[config.mk]
export PLATFORM = sky130hd
export DESIGN_NAME = dmtd_phase_gen
export DESIGN_NICKNAME = d
export VERILOG_FILES = /design/src/rtl/dmtd_phase_gen.sv
export SDC_FILE = /design/constraint.sdc
export NUM_CORES = 1
export LEC_CHECK = 0
export CORE_ASPECT_RATIO = 0.8
export CORE_UTILIZATION = 52
export DETAILED_ROUTE_END_ITERATION = 10
export HOLD_SLACK_MARGIN = 0.15
export MAX_ROUTING_LAYER = met4
export PLACE_DENSITY_LB_ADDON = 0.3
export REMOVE_ABC_BUFFERS = 1
export SYNTH_ARGS = -nofsm -noshare
export SYNTH_HDL_FRONTEND = slang
export SYNTH_SLANG_ARGS = --single-unit
[constraint.sdc]
create_clock -name clk -period 3.1 [get_ports clk]
set_input_delay 0.62 -clock clk [delete_from_list [all_inputs] [get_ports clk]]
set_output_delay 0.62 -clock clk [all_outputs]
set_load 0.005 [all_outputs]
[src/rtl/dmtd_phase_gen.sv]
// dmtd_phase_gen: generates two square waves of period 2*HALF_PERIOD clk cycles.
// clk_a is the reference; clk_b is shifted by a programmable offset that is
// loaded through a pending register and applied only at the counter wrap.
// Optional feature macro: DMTD_PHASE_GEN_SWEEP_EN (auto-sweep of the offset).
module dmtd_phase_gen #(
  parameter int unsigned HALF_PERIOD = 64
) (
  input  logic       clk,
  input  logic       rst,
  input  logic       delay_sign,
  input  logic [6:0] delay,
  input  logic       load,
  input  logic       sweep,
  output logic       clk_a,
  output logic       clk_b,
  output logic       busy,
  output logic       err
);

  localparam int unsigned P  = 2 * HALF_PERIOD;
  localparam int unsigned CW = 8;
  localparam int unsigned DW = CW + 1;
  localparam logic [CW-1:0] LAST   = CW'(P - 1);
  localparam logic [DW-1:0] P_EXT  = DW'(P);
  localparam logic [DW-1:0] HP_EXT = DW'(HALF_PERIOD);

  logic [CW-1:0] cnt_q, cnt_d;
  logic [CW-1:0] off_q, off_d;
  logic [CW-1:0] pend_q, pend_d;
  logic          busy_q, busy_d;
  logic          err_q, err_d;
  logic          clk_a_q, clk_a_d;
  logic          clk_b_q, clk_b_d;

  logic          wrap_c;
  logic          legal_c;
  logic [DW-1:0] delay_ext_c;
  logic [DW-1:0] diff_c;
  logic [DW-1:0] phase_b_c;
  logic [CW-1:0] enc_c;

`ifndef DMTD_PHASE_GEN_SWEEP_EN
  logic unused_sweep_c;
  assign unused_sweep_c = sweep;
`endif

  // Wrap detect, load legality, offset encoding and clk_b phase (cnt - offset) mod P
  always_comb begin
    wrap_c      = (cnt_q == LAST);
    delay_ext_c = DW'(delay);
    legal_c     = (delay_ext_c < P_EXT);
    if (delay_sign && (delay != 7'd0)) begin
      enc_c = CW'(P_EXT - delay_ext_c);
    end else begin
      enc_c = CW'(delay);
    end
    diff_c    = DW'(cnt_q) + P_EXT - DW'(off_q);
    phase_b_c = (diff_c >= P_EXT) ? (diff_c - P_EXT) : diff_c;
  end

  // Next-state: counter, output waves, pending/applied offset handoff at the wrap
  always_comb begin
    cnt_d   = wrap_c ? '0 : (cnt_q + CW'(1));
    off_d   = off_q;
    pend_d  = pend_q;
    busy_d  = busy_q;
    clk_a_d = (DW'(cnt_q) < HP_EXT);
    clk_b_d = (phase_b_c < HP_EXT);
    err_d   = load && !legal_c;

    if (wrap_c) begin
      busy_d = 1'b0;
      if (busy_q) begin
        off_d = pend_q;
      end
`ifdef DMTD_PHASE_GEN_SWEEP_EN
      else if (sweep) begin
        off_d = (off_q == LAST) ? '0 : (off_q + CW'(1));
      end
`endif
    end

    // A load in the wrap cycle becomes pending for the following wrap
    if (load && legal_c) begin
      pend_d = enc_c;
      busy_d = 1'b1;
    end
  end

  // State registers with synchronous reset
  always_ff @(posedge clk) begin
    if (rst) begin
      cnt_q   <= '0;
      off_q   <= '0;
      pend_q  <= '0;
      busy_q  <= 1'b0;
      err_q   <= 1'b0;
      clk_a_q <= 1'b0;
      clk_b_q <= 1'b0;
    end else begin
      cnt_q   <= cnt_d;
      off_q   <= off_d;
      pend_q  <= pend_d;
      busy_q  <= busy_d;
      err_q   <= err_d;
      clk_a_q <= clk_a_d;
      clk_b_q <= clk_b_d;
    end
  end

  assign clk_a = clk_a_q;
  assign clk_b = clk_b_q;
  assign busy  = busy_q;
  assign err   = err_q;

endmodule

# Word-level counts from Yosys, hierarchy flattened
# Index checks and enable logic that the tools add are counted.
[totals] ff_bits=27 word_cells=24
[classes] addsub=5 magnitude_cmp=3 eq_ne=1 muxes=4 reduce_logical=5
[op_table] op="$add A8 B8 Y9 const B" n=1
[op_table] op="$ge A9 B8 Y1 const B" n=1
[op_table] op="$lt A9 B7 Y1 const B" n=1
[op_table] op="$mux W9" n=1
[op_table] op="$sub A9 B8 Y9" n=1
[op_table] op="$sub A9 B8 Y9 const B" n=1
[op_table] op="$add A8 B1 Y8 const B" n=1
[op_table] op="$eq A8 B7 Y1 const B" n=1
[op_table] op="$lt A8 B7 Y1 const B" n=1
[op_table] op="$mux W8" n=1
[op_table] op="$sub A8 B7 Y8 const A" n=1
[op_table] op="$reduce_bool A7 Y1" n=1
[op_table] op="$mux W1" n=2
[op_table] op="$reduce_and A2 Y1" n=1
[op_table] op="$reduce_bool A2 Y1" n=1
[op_table] op="$reduce_or A2 Y1" n=1
[op_table] op="$logic_and A1 B1 Y1" n=1

# Logic depth before layout (Yosys ltp)
# Gate-level depths: netlist of the first run.
[logic_depth] word_depth=5 depth_mapped=14 depth_no_buf=14

# Least setup slack after synthesis of the first run
# No wires, ideal clock.
[synth_path] path_type="flip-flop to flip-flop" from="reg cnt_q[0]" to="reg clk_b_q, in the netlist clk_b" setup_time_ps=116 arrival_time_ps=2481 required_ps=2984 setup_slack_ps=503 path_stages_with_launch=15 path_buffers=0 cell_sequence="dfxtp_1 > inv_1 > ha_1 > inv_1 > ha_1 > inv_1 > fa_1 > nor2b_1 > o31ai_1 > a211oi_2 > ha_1 > nand4b_1 > a221oi_1 > a21o_1 > a31o_2"
[synth_via] elab_chain_cells=5
[synth_lines] item="from (decl)" line="27" text="logic [CW-1:0] cnt_q, cnt_d;"
[synth_lines] item="from (signal assigned)" line="101" text="cnt_q <= cnt_d;"
[synth_lines] item="$add A8 B8 Y9 *" line="57" text="diff_c = DW'(cnt_q) + P_EXT - DW'(off_q);"
[synth_lines] item="$sub A9 B8 Y9 *" line="57"
[synth_lines] item="$sub A9 B8 Y9 or $ge A9 B8 Y1 (tied branches)" line="58" text="phase_b_c = (diff_c >= P_EXT) ? (diff_c - P_EXT) : diff_c;"
[synth_lines] item="$mux W9 *" line="58"
[synth_lines] item="$lt A9 B7 Y1 *" line="68" text="clk_b_d = (phase_b_c < HP_EXT);"
[synth_lines] item="to (signal assigned)" line="107" text="clk_b_q <= clk_b_d;"
[synth_lines] item="to (decl)" line="33" text="logic clk_b_q, clk_b_d;"
# Mark *: on every way between the ends. The rest lies on a longest branch, timed or not.
# A chain may end at the register's enable or synchronous reset.

# Final worst setup path of the first run
[layout_path] from="reg cnt_q[2]" to="reg clk_b_q, in the netlist clk_b"
# Same word-level chain as after synthesis.

==> impl_results.md, run 1 <==
* Status: finished clean
* Combinational Power Share at 21.4%
* Pwr Total at 727 µW
* GRT met3 Usage at 5.17%
* IO Port Bufs at 13
* Synth area leader: dfxtp_1
* Switch share at 26.3%
* Mapped cell area at 1690 µm²
* Synth Flop Type: dfxtp_1
* Crit Path Max Fanout at 5
* Antenna violations before repair at 0
* Largest net degree at the start of global routing at 16
* Fillers at around 270
* # DRC at 0
* Initial core utilization at 54.7%
* Core area at 3090 µm²
* Mapped Cells at 203
* Max-Cap Viols at 0
* Placement-stage worst setup slack at a little under 200 ps
* First-pass GRT wire length at 5620 µm
* Final setup TNS at 0 ps
* Clock Skew at 3.43 ps
* Tcrit/Tclk final at 92.0%
* Worst skew pair latency at 270 ps
* Grt met2 use at 36.1%
* Gr usage total at around 22%
* Vias at 1,454
* I/O pins at 16
* Rows at 18
* Share of cells above drive strength 1 at 7.83%
* Pwr Density at approximately 380 nW/µm²
* Die Y at 53.0 µm
* WL/cell at approximately 13 µm
* Int Power at roughly 540 µW
* Arr. time, crit path at 3020 ps
* Final setup fails at 0
* Root Driver: clkbuf_8
* Vias per cell at roughly 5.7
* Yosys cell types at 45
* Hold Crit Class: reg2reg
* Drt first pass iters at 4
* Final RePlAce weighted congestion at 0.831
* Sink Count at 27
* Nets@finish at 249
* CTS Buffer Depth at 2
* Startpoint class of the critical path: flip-flop
* Highest Clock Rate at 351 MHz
* Critical Path RT at ~3300 ps
* Setup slack after layout at 249 ps
* FF+latch count, synth at 27
* Number of DRC markers in iteration 0 at 55
* Share of the synthesized area in the top cell type at 32.0%
* Final Hold Vio Count at 0
* Post-synthesis sequential area ratio at 32.0%
* Number of antenna-violating nets in the routed design at 0
* Cell with the most instances after synthesis: dfxtp_1
* Tmin final at 2850 ps
* P_leak at 0.000752 µW
* Global routing's busiest layer: met2
* Die X at 65.7 µm
* Sequential share of power at 51.3%
* CTS tree: done
* Cell area after placement at 1870 µm²
* Cts bufs inserted at 3
* Hold Buf Count CTS at 0
* Yosys warnings at 0
* Half-perimeter wire length after placement at around 2700 µm
* Worst slew margin at 60.9%
* Number of synthesized flops with an enable pin at 0
* Multi-input logic area at 1040 µm²
* Final std cell area, no fill at 1910 µm²
* Measured slew at the worst slew-check pin at ~600 ps
* GRT overflow at 0
* Post-synthesis area per instance at 8.32 µm²
* Die Area at 3480 µm²
* Synth top area cells: dfxtp_1, ha_1, inv_1, a21oi_1, nor2_1
* Clk pwr share at 27.2%
* Vias in the first global route at roughly 1,300
* Drt total wl at approximately 3200 µm
* Synth top cells by count: dfxtp_1, inv_1, nor2_1
* RSZ-0062 raised after global routing: false
* Critical Path Sink Type: flip-flop
* Fraction of registers with async set/reset at 0%
* Met1 usage at 27.6%
* Kind of critical path: reg2reg
* Peak VDD IR at 0.237 mV
* Slew Viols, Final at 0
* Psw at about 190 µW
* Area Overhead vs Synth at 13.3%
* FF+latch area at 541 µm²
* Worst-path clk slew at ~90 ps
* H-tree depth at 1
* # diodes at 0
path summary, 6_finish.rpt:
check	from	endpoint	slack, ps	depth (start not counted)
worst max-delay path	cnt_q[2]$_SDFF_PP0_	clk_b$_SDFF_PP0_	250	11
worst min-delay path	off_q[1]$_SDFFE_PP0P_	off_q[1]$_SDFFE_PP0P_	460	2
worst max register to register	cnt_q[2]$_SDFF_PP0_	clk_b$_SDFF_PP0_	250	11
worst min register to register	off_q[1]$_SDFFE_PP0P_	off_q[1]$_SDFFE_PP0P_	460	2
flip-flops by register name, summed over array words and instances (netlist names):
signal / cells
busy: 1
clk_a: 1
clk_b: 1
cnt_q: 8
off_q: 8
pend_q: 8
power by group through the flow:
| stage | combinational [µW] | sequential (µW) | clock, µW |
|---|---|---|---|
| global route | 177 | 375 | 215 |
| global placement | 147 | 380 | 0 |
| finish | 156 | 373 | 198 |
| detailed placement | 155 | 381 | 0 |
| floorplan | 99.3 | 379 | 0 |
| CTS | 156 | 373 | 204 |
layout by cell type, fill, tap and decap left out, types with 2 or more instances in the layout:
cell | Yosys | final
clkbuf_8 | 0 | 3
xor2_1 | 4 | 4
a311oi_1 | 2 | 2
dfxtp_1 | 27 | 27
clkdlybuf4s50_1 | 0 | 13
xnor2_1 | 5 | 5
o21ai_0 | 6 | 6
buf_4 | 1 | 3
nand2_1 | 14 | 14
a211oi_2 | 2 | 2
nor3_1 | 5 | 5
nor3b_1 | 3 | 3
nand3_1 | 11 | 11
nor2_1 | 19 | 19
or3_2 | 2 | 2
a21oi_1 | 15 | 15
nor4_1 | 2 | 2
nor2b_1 | 3 | 2
a211oi_1 | 3 | 3
o311ai_0 | 2 | 2
o21a_1 | 2 | 2
mux2i_1 | 3 | 3
inv_1 | 23 | 23
ha_1 | 18 | 18
nand2b_1 | 5 | 5
worst max-delay path: stages, from the launching register on:
cell,delay (ps)
dfxtp_1,420
ha_1,280
ha_1,300
a21oi_1,340
o211ai_1,160
nand2_1,90
xor2_1,280
ha_1,300
nand4b_1,110
a221oi_1,60
a21o_1,190
a31o_2,220
through the flow:
stage	util (%)	hold slack [ps]	std cells
after floorplan	-	430	197
after global placement	60.5	449	253
after detailed placement	60.5	451	253
after CTS	61.9	463	257
after global routing	62.0	480	257
final	62.0	461	257
repair_timing:
action                     4_1_cts  5_1_grt
setup endpoints to repair        0        1
gates resized for setup          0        1
buffers inserted                 0        0
per-layer routing:
layer,part of all wire [%],up-vias
met2,46,34
met3,5.0,5
li1,-,742
met1,48,673
met4,0.68,0
met5,0,-
final cells by class:
| class | instances | share of cell area, % |
|---|---|---|
| clock buffer | 4 | 2.35 |
| inverter | 23 | 4.51 |
| multi-input combinational | 147 | 54.3 |
| sequential | 27 | 28.3 |
| tap | 40 | 2.62 |
| timing repair buffer | 16 | 7.98 |
kinds of logic (layout without fill, tap and decap cells):
kind of cell | count (synthesis) | in the layout | synth area share, %
xor gates and xnor gates | 9 | 9 | 4.67
buffers and inverters | 29 | 43 | 6.67
other | 1 | 1 | 0.222
and+or+nand+nor | 71 | 71 | 21.3
adders and majority gates | 19 | 19 | 14.5
muxes | 4 | 4 | 2.44
AOI/OAI and AO/OA | 43 | 43 | 18.1
DFF | 27 | 27 | 32.0
(Power assumes the default switching activity.)
==> run 2, diff against run 1 <==
--- a/config.mk
+++ b/config.mk
@@ -6,6 +6,7 @@
 export NUM_CORES = 1
 export LEC_CHECK = 0
 export CORE_ASPECT_RATIO = 0.8
+export CORE_MARGIN = 5
 export CORE_UTILIZATION = 52
 export DETAILED_ROUTE_END_ITERATION = 10
 export HOLD_SLACK_MARGIN = 0.15
==> impl_results.md, run 2 (synthesis gave the netlist of run 1 again) <==
* H-tree depth at 1 (unchanged)
* Cts bufs inserted at 3 (unchanged)
* Number of antenna-violating nets in the routed design at 0 (unchanged)
* Worst hold path cell count at 2 (unchanged)
* Share of cells above drive strength 1 at 7.83% (unchanged)
* Kind of critical path: reg2reg (unchanged)
* Die Area at 4500 µm² (was 3480 µm²)
* Max-Cap Viols at 0 (unchanged)
* Slew Viols, Final at 0 (unchanged)
* Pwr Total at 723 µW (was 727 µW)
* Final RePlAce weighted congestion at 0.827 (was 0.831)
* Worst skew pair latency at 270 ps (about the same)
* Startpoint class of the critical path: flip-flop (unchanged)
* Most common cell after layout, fill and taps aside: dfxtp_1 (unchanged)
* Largest net degree at the start of global routing at 16 (unchanged)
* Tcrit/Tclk final at 92.2% (was 92.0%)
* Sink Count at 27 (unchanged)
* CTS Buffer Depth at 2 (unchanged)
* Vias at 1,421 (was 1,454)
* Nets@finish at 249 (unchanged)
* Min Hold Slack at 460 ps (was 461 ps)
* Measured slew at the worst slew-check pin at 613 ps (was 585 ps)
* I/O pins at 16 (unchanged)
* Pwr Density at 378 nW/µm² (was 380 nW/µm²)
* Vias in the first global route at 1,244 (was 1,293)
* Critical Path Sink Type: flip-flop (unchanged)
* RSZ-0062 raised after global routing: false (unchanged)
* Vias per cell at 5.53 (was 5.66)
* Final std cell area, no fill at 1910 µm² (about the same)
* Drt first pass iters at 4 (unchanged)
* Worst slew margin at 58.6% (was 60.9%)
* Area Overhead vs Synth at 13.2% (was 13.3%)
* Final setup TNS at 0 ps (unchanged)
* Arr. time, crit path at 3030 ps (was 3020 ps)
* P_leak at 0.000753 µW (was 0.000752 µW)
* Biggest regs: cnt_q: 8 flops, off_q: 8 flops, pend_q: 8 flops (unchanged)
* Die X at 73.7 µm (was 65.7 µm)
* Highest Clock Rate at 350 MHz (was 351 MHz)
* Final Hold Vio Count at 0 (unchanged)
* Cell area after placement at 1870 µm² (unchanged)
* Fillers at 279 (was 267)
* Crit Path Max Fanout at 4 (was 5)
* Clock Skew at 2.20 ps (was 3.43 ps)
* Worst-path clk slew at 90 ps (about the same)
* Initial core utilization at 54.3% (was 54.7%)
* GRT overflow at 0 (unchanged)
* Half-perimeter wire length after placement at 2620 µm (was 2680 µm)
* Tmin final at 2860 ps (was 2850 ps)
* Peak VDD IR at 0.217 mV (was 0.237 mV)
* Final setup fails at 0 (unchanged)
* Hold Buf Count CTS at 0 (unchanged)
* IO Port Bufs at 13 (unchanged)
* Critical Path RT at 3270 ps (about the same)
* Worst reg2reg path depth at 14 (was 11)
* First-pass GRT wire length at 5510 µm (was 5620 µm)
* Core area at 3110 µm² (was 3090 µm²)
* Most frequent cells in the layout: dfxtp_1, inv_1, nor2_1, ha_1, a21oi_1 (unchanged)
* Setup Fix Bufs, Post-CTS at 0 (unchanged)
* Number of gates resized after CTS at 0 (unchanged)
* Status: finished clean (unchanged)
* Root Driver: clkbuf_8 (unchanged)
* Die Y at 61.0 µm (was 53.0 µm)
* # DRC at 0 (unchanged)
* # diodes at 0 (unchanged)
* WL/cell at 12.7 µm (was 12.6 µm)
* Antenna violations before repair at 0 (unchanged)
* Gr usage total at 16.3% (was 22.1%)
* CTS tree: done (unchanged)
* Number of DRC markers in iteration 0 at 90 (was 55)
* Hold Crit Class: reg2reg (unchanged)
* Rows at 18 (unchanged)
* Drt total wl at 3270 µm (was 3250 µm)
run 2: cell types whose count changed in the layout (fill, tap and decap cells not counted):
cell      delta
clkinv_2     +1
nor2b_1      +1
clkbuf_1     -1
nor2b_2      -1
run 2: metrics by stage:
step	util, %	setup slack (ps)	instances
final	61.5	240	257
after global routing	61.5	46.4	257
after CTS	61.5	238	257
after detailed placement	60.0	271	253
after global placement	60.0	329	253
after floorplan	-	503	197
run 2: report_power, final:
| group | leakage (µW) | internal, µW | total, µW | switching, µW |
|---|---|---|---|---|
| clock network | 0.0000255 | 90.0 | 197 | 107 |
| logic | 0.000507 | 81.0 | 153 | 71.8 |
| registers | 0.000221 | 362 | 373 | 11.1 |
run 2: path summary, 6_finish.rpt:
kind,from,to,slack [ps]
worst max register to register,cnt_q[0]$_SDFF_PP0_,clk_b$_SDFF_PP0_,240
worst min-delay path,off_q[1]$_SDFFE_PP0P_,off_q[1]$_SDFFE_PP0P_,460
worst max-delay path,cnt_q[0]$_SDFF_PP0_,clk_b$_SDFF_PP0_,240
worst min register to register,off_q[1]$_SDFFE_PP0P_,off_q[1]$_SDFFE_PP0P_,460
run 2: critical path, stage by stage (launching register included):
cell	delay, ps
dfxtp_1	380
inv_1	60
ha_1	190
inv_1	50
ha_1	160
inv_1	60
fa_1	410
nor2b_1	220
o31ai_1	110
a211oi_2	270
ha_1	300
nand4b_1	100
a221oi_1	60
a21o_1	190
a31o_2	210
run 2: routing by layer:
layer | global-route usage, % | routed length [µm] | vias to the layer above
met5 | - | 0 | -
met4 | 4.65 | 38 | 0
met3 | 3.48 | 111 | 4
met2 | 24.7 | 1460 | 19
met1 | 21.8 | 1660 | 659
li1 | - | - | 739
run 2: cell type report:
| class | instances | area [µm²] | area share, % |
|---|---|---|---|
| multi-input cells | 147 | 1040 | 54.2 |
| clock inverters | 1 | 5.00 | 0.262 |
| well taps | 40 | 50.0 | 2.62 |
| repair buffers | 16 | 153 | 7.98 |
| inverters | 23 | 86.3 | 4.52 |
| clock buffers | 3 | 41.3 | 2.16 |
| flip-flops and latches | 27 | 541 | 28.3 |
